<file path="config.mk">
export PLATFORM = sky130hd
export DESIGN_NAME = mem_port_arbiter
export DESIGN_NICKNAME = d
export VERILOG_FILES = /design/src/rtl/mem_port_arbiter.sv
export SDC_FILE = /design/constraint.sdc
export NUM_CORES = 1
export LEC_CHECK = 0
export BUFFER_PORTS_ARGS = -buffer_cell sky130_fd_sc_hd__buf_2
export CORE_AREA = 5 5 79 81
export CTS_BUF_LIST = sky130_fd_sc_hd__clkbuf_8 sky130_fd_sc_hd__clkbuf_16
export DETAILED_ROUTE_END_ITERATION = 12
export DIE_AREA = 0 0 84 86
export PLACE_DENSITY_LB_ADDON = 0.25
export SYNTH_ARGS = -nofsm -noshare
export SYNTH_HDL_FRONTEND = slang
export SYNTH_SLANG_ARGS = --single-unit
</file>
<file path="constraint.sdc">
create_clock -name clkA -period 3.7 [get_ports clkA]
set_input_delay 0.185 -clock clkA [delete_from_list [all_inputs] [get_ports clkA]]
set_output_delay 0.185 -clock clkA [all_outputs]
set_load 0.05 [all_outputs]
</file>
<file path="src/rtl/mem_port_arbiter.sv">
// mem_port_arbiter: two-requester round-robin arbiter onto a simple dual-port buffer
// (writes to port A, registered reads on port B).
module mem_port_arbiter #(
  parameter int WIDTH = 32,
  parameter int DEPTH = 512,
  parameter int AW = $clog2(DEPTH)
) (
  input  logic             clkA,
  input  logic             rst,
  input  logic             req0_valid,
  input  logic             req0_we,
  input  logic [AW-1:0]    req0_addr,
  input  logic [WIDTH-1:0] req0_wdata,
  output logic             req0_ready,
  input  logic             req1_valid,
  input  logic             req1_we,
  input  logic [AW-1:0]    req1_addr,
  input  logic [WIDTH-1:0] req1_wdata,
  output logic             req1_ready,
  output logic             rsp0_valid,
  output logic             rsp1_valid,
  output logic [WIDTH-1:0] rsp_rdata,
  output logic             mem_enA,
  output logic             mem_weA,
  output logic [AW-1:0]    mem_addrA,
  output logic [WIDTH-1:0] mem_dinA,
  output logic             mem_enB,
  output logic [AW-1:0]    mem_addrB,
  input  logic [WIDTH-1:0] mem_doutB,
  output logic             busy
);
  logic wr_last, rd_last, rsp_v, rsp_idx;
  logic w0, w1, r0, r1, wg0, wg1, rg0, rg1;
  // On conflict the requester that was not granted last wins; a lone contender always wins.
  always_comb begin
    w0 = req0_valid & req0_we;
    w1 = req1_valid & req1_we;
    r0 = req0_valid & ~req0_we;
    r1 = req1_valid & ~req1_we;
    wg0 = ~rst & w0 & (~w1 | wr_last);
    wg1 = ~rst & w1 & (~w0 | ~wr_last);
    rg0 = ~rst & r0 & (~r1 | rd_last);
    rg1 = ~rst & r1 & (~r0 | ~rd_last);
    req0_ready = wg0 | rg0;
    req1_ready = wg1 | rg1;
    mem_enA = wg0 | wg1;
    mem_weA = wg0 | wg1;
    mem_addrA = wg1 ? req1_addr : req0_addr;
    mem_dinA = wg1 ? req1_wdata : req0_wdata;
    mem_enB = rg0 | rg1;
    mem_addrB = rg1 ? req1_addr : req0_addr;
    rsp0_valid = rsp_v & ~rsp_idx;
    rsp1_valid = rsp_v & rsp_idx;
    rsp_rdata = mem_doutB;
    busy = rsp_v | req0_valid | req1_valid;
  end
  always_ff @(posedge clkA) begin
    if (rst) begin
      wr_last <= 1'b1;
      rd_last <= 1'b1;
      rsp_v <= 1'b0;
      rsp_idx <= 1'b0;
    end else begin
      if (mem_enA) wr_last <= wg1;
      if (mem_enB) rd_last <= rg1;
      rsp_v <= mem_enB;
      rsp_idx <= rg1;
    end
  end
endmodule

</file>
Word-level counts from Yosys, hierarchy flattened
Cells that the tools add are included.

Multiplexer cells: 3. Bitwise gates (word level): 34.

Operator list (count): 32-bit 2-to-1 mux (1); 9-bit 2-to-1 mux (2); 1-bit AND (14); 1-bit inverter (10); 1-bit OR (10).

Flip-flop bits (word level): 4. Bits of input ports: 120. Logic and storage cells: 41.

Depth between registers and ports, before layout
Depth in word-level cells: 6. Mapped depth: 4.

Worst setup path before layout
Ideal clock, no wire load.

Path type: reg-to-output. Start: register rd_last. End: output mem_addrB[0]. Arrival: 1.500 ns. Data required time: 3.515 ns. Setup slack: 2.015 ns. Stages on the path, launching flop included: 5. Cells stage by stage: dfxtp_1 and3b_1 or4b_4 buf_6 mux2_4.

Cells in the longest elaborated chain, start to end: 4.

Ends and longest elaborated chain: start, declared (RTL line 32) `logic wr_last, rd_last, rsp_v, rsp_idx;`; start signal, assigned (RTL line 65) `if (mem_enB) rd_last <= rg1;`; 1-bit inverter (RTL line 43) `rg1 = ~rst & r1 & (~r0 | ~rd_last);`; 1-bit OR (RTL line 43); 1-bit AND (RTL line 43); 9-bit 2-to-1 mux (RTL line 51) `mem_addrB = rg1 ? req1_addr : req0_addr;`; end, declared (RTL line 28) `output logic [AW-1:0] mem_addrB,`.

Every way passes these cells.

Worst setup path after layout
Start: register rd_last. End: output mem_addrB[2].

Same word-level chain as after synthesis.

==> qor.csv <==
metric,value,unit
Worst Hold End,rsp_v,
DR vias,1248,
"Cell Area, Synth",1100,um2
IO Count,210,
synth cell count leaders,"mux2_2, buf_4, mux2_4",
drt initial violations,10,
Pleak,0.961,nW
worst vdd ir,0.101,mV
CTS Buffer Depth,2,
max cap viols,0,
first-pass GRT wire length,7.01,mm
leading area contributor after synthesis,mux2_2,
critical path arrival,1860,ps
Critical Path Source,rd_last,
top post-synthesis cells by area,"mux2_2, buf_4, mux2_4, dfxtp_1, buf_2",
CP Launch Type,flip-flop,
drt drc,0,
Post-Syn Instances,116,
syn nets,236,
worst-path cell with the longest stage delay,or4b_4,
register area,80.1,um2
Layout fillers,589,
outcome,"finished, final reports clean",
dpl hpwl,4.18,mm
Worst Hold Launch,rst,
Crit. path cell count,4,
Synth top area share,42.9,%
post-route ant nets,0,
GP Congestion,0.760,
DR vias/cell,4.17,
FF-to-FF Start,rd_last,
Slowest Stage Delay on Critical Path,610,ps
number of flops mapped to enable cells by yosys,0,
Hold Buf Count CTS,0,
Placement Setup Slack,1850,ps
"Seq/Total Area, Yosys",7.26,%
Die Ht,86,um
# diodes,0,
Max Clock Freq,0.488,GHz
fin nets,349,
CP required,3510,ps
largest net degree at the start of global routing,43,
Clock Tree Root,clkbuf_8,
Area after DPL,1650,um2
setup ws final,1650,ps
Layout Cells excl Fill,299,
# resized after CTS,0,
Tmin final,2050,ps
# rows,27,
setup total negative slack,0,ps
Final Hold Fails,0,
multi-input gate area in the final layout,741,um2
detail-routed net length per standard cell,15.5,um
Die W,84,um
Tot Pwr,0.456,mW
critical path class,flip-flop to output port,
Inserted Clock Buffers,3,
Clock Pin Slew Worst Setup and Hold Paths,30,ps
Starting Density,20.4,%
remaining global-route overflow,0,
final setup skew,0.468,ps
critical path's top delay family,simple AND/OR/NAND/NOR gates,
share of cells above drive strength 1,88.1,%
top_reg_cell synth,dfxtp_1,
reg-to-reg setup timing slack,2460,ps
WHS Path Cells,2,
Netlist cell types,22,
CP Cell Sequence,and3b_1 > or4b_4 > mux2_4 > buf_2,
fin area,1690,um2
1st-pass router iterations,6,
Pins Over Slew Limit,0,
GRT Total Usage,11.7,%
reg-to-reg endpoint,rsp_idx,
Cells after DPL,296,
fin crit share,55.3,%
leading cell type by number of instances after synthesis,mux2_2,
P per Cell Area,270,nW/um2
Post-CTS Setup Inserts,0,
post-layout utilization of the core,31.3,%
clk sinks,4,
number of port buffers,145,
vias in the first global route,1287,
unrepaired setup endpoints after global routing,false,
CTS tree,built,
slew at the pin with the worst max-slew slack,510,ps
Syn. warnings,0,
"Buf+Inv Stages, Crit Path",1,
DRT Wirelength,4.62,mm
Slew Limit Headroom,66.0,%
H-tree depth,1,
CP Capture Type,output port,
Seq cells post-synth,4,
Final Setup Violations,0,
clk_lat worst skew,210,ps
Worst Hold Class,input pin to flip-flop,
hold slack,231,ps
Worst Path Max Fanout,11,
antenna violations before repair,0,
R2R depth,3,
Die ar.,7220,um2
Core ar.,5410,um2
"Async S/R FF share, synth",0,%
"Avg Cell Area, Syn",9.51,um2
Synth-to-Final Area Change,53.1,%
-- routing by layer --
layer / share of wire, % / GRT usage [%] / wire [um]
met3: 17 / 7.88 / 789
met4: 0.17 / 0.585 / 8
met5: 0 / 0 / 0
met2: 46 / 19.4 / 2110
met1: 37 / 13.3 / 1710
-- where the power goes --
part	internal, mW	switching, mW	leakage, nW	total [mW]
Sequential	0.0461	0.00138	0.0331	0.0475
Clock	0.0691	0.0204	0.0216	0.0895
Combinational	0.105	0.214	0.906	0.319
-- how the worst max path moves through the flow --
stage	endpoint	slack (ps)
finish	mem_addrB[2]	1650
global route	mem_addrA[2]	1510
detailed placement	mem_addrB[2]	1850
floorplan	mem_addrB[0]	2010
CTS	mem_addrB[2]	1650
global placement	mem_addrB[2]	1860
-- logic make-up after synthesis --
| logic type | share of synthesized area (%) |
|---|---|
| compound gates | 4.53 |
| buf+inv | 25.6 |
| flops | 7.26 |
| mux | 53.7 |
| simple gates | 8.84 |
-- worst register-to-register path, cell delays in order (launching register included) --
cell and delay, ps:
dfxtp_1 300, and3b_1 190, or4b_4 610, inv_1 80
-- sequential cells by signal, indices dropped and copies added, names as in the netlist --
signal   count
rd_last      1
rsp_idx      1
rsp_v        1
wr_last      1
-- cell usage in the layout, fill, tap and decap left out --
master and instances:
and2_1 1, o21bai_1 1, clkbuf_8 3, o21ai_0 1, nand4b_1 1, mux2_4 8, a22oi_1 1, or4b_4 1
dfxtp_1 4, nand2b_1 3, a21oi_1 3, nand3_1 1, and3b_1 1, buf_4 1, a21o_1 2, nor2_1 1
nor2b_1 2, inv_1 1, buf_2 145, mux2_2 42, nand2_1 2, or3_1 2
-- area by class of cell --
cell class / count / area share (%)
Multi-Input combinational cell: 73 / 43.9
Timing Repair Buffer: 146 / 43.4
Tap cell: 72 / 5.33
Sequential cell: 4 / 4.74
Clock buffer: 3 / 2.44
Inverter: 1 / 0.222
Note: power is estimated with default switching activity, not from simulation.
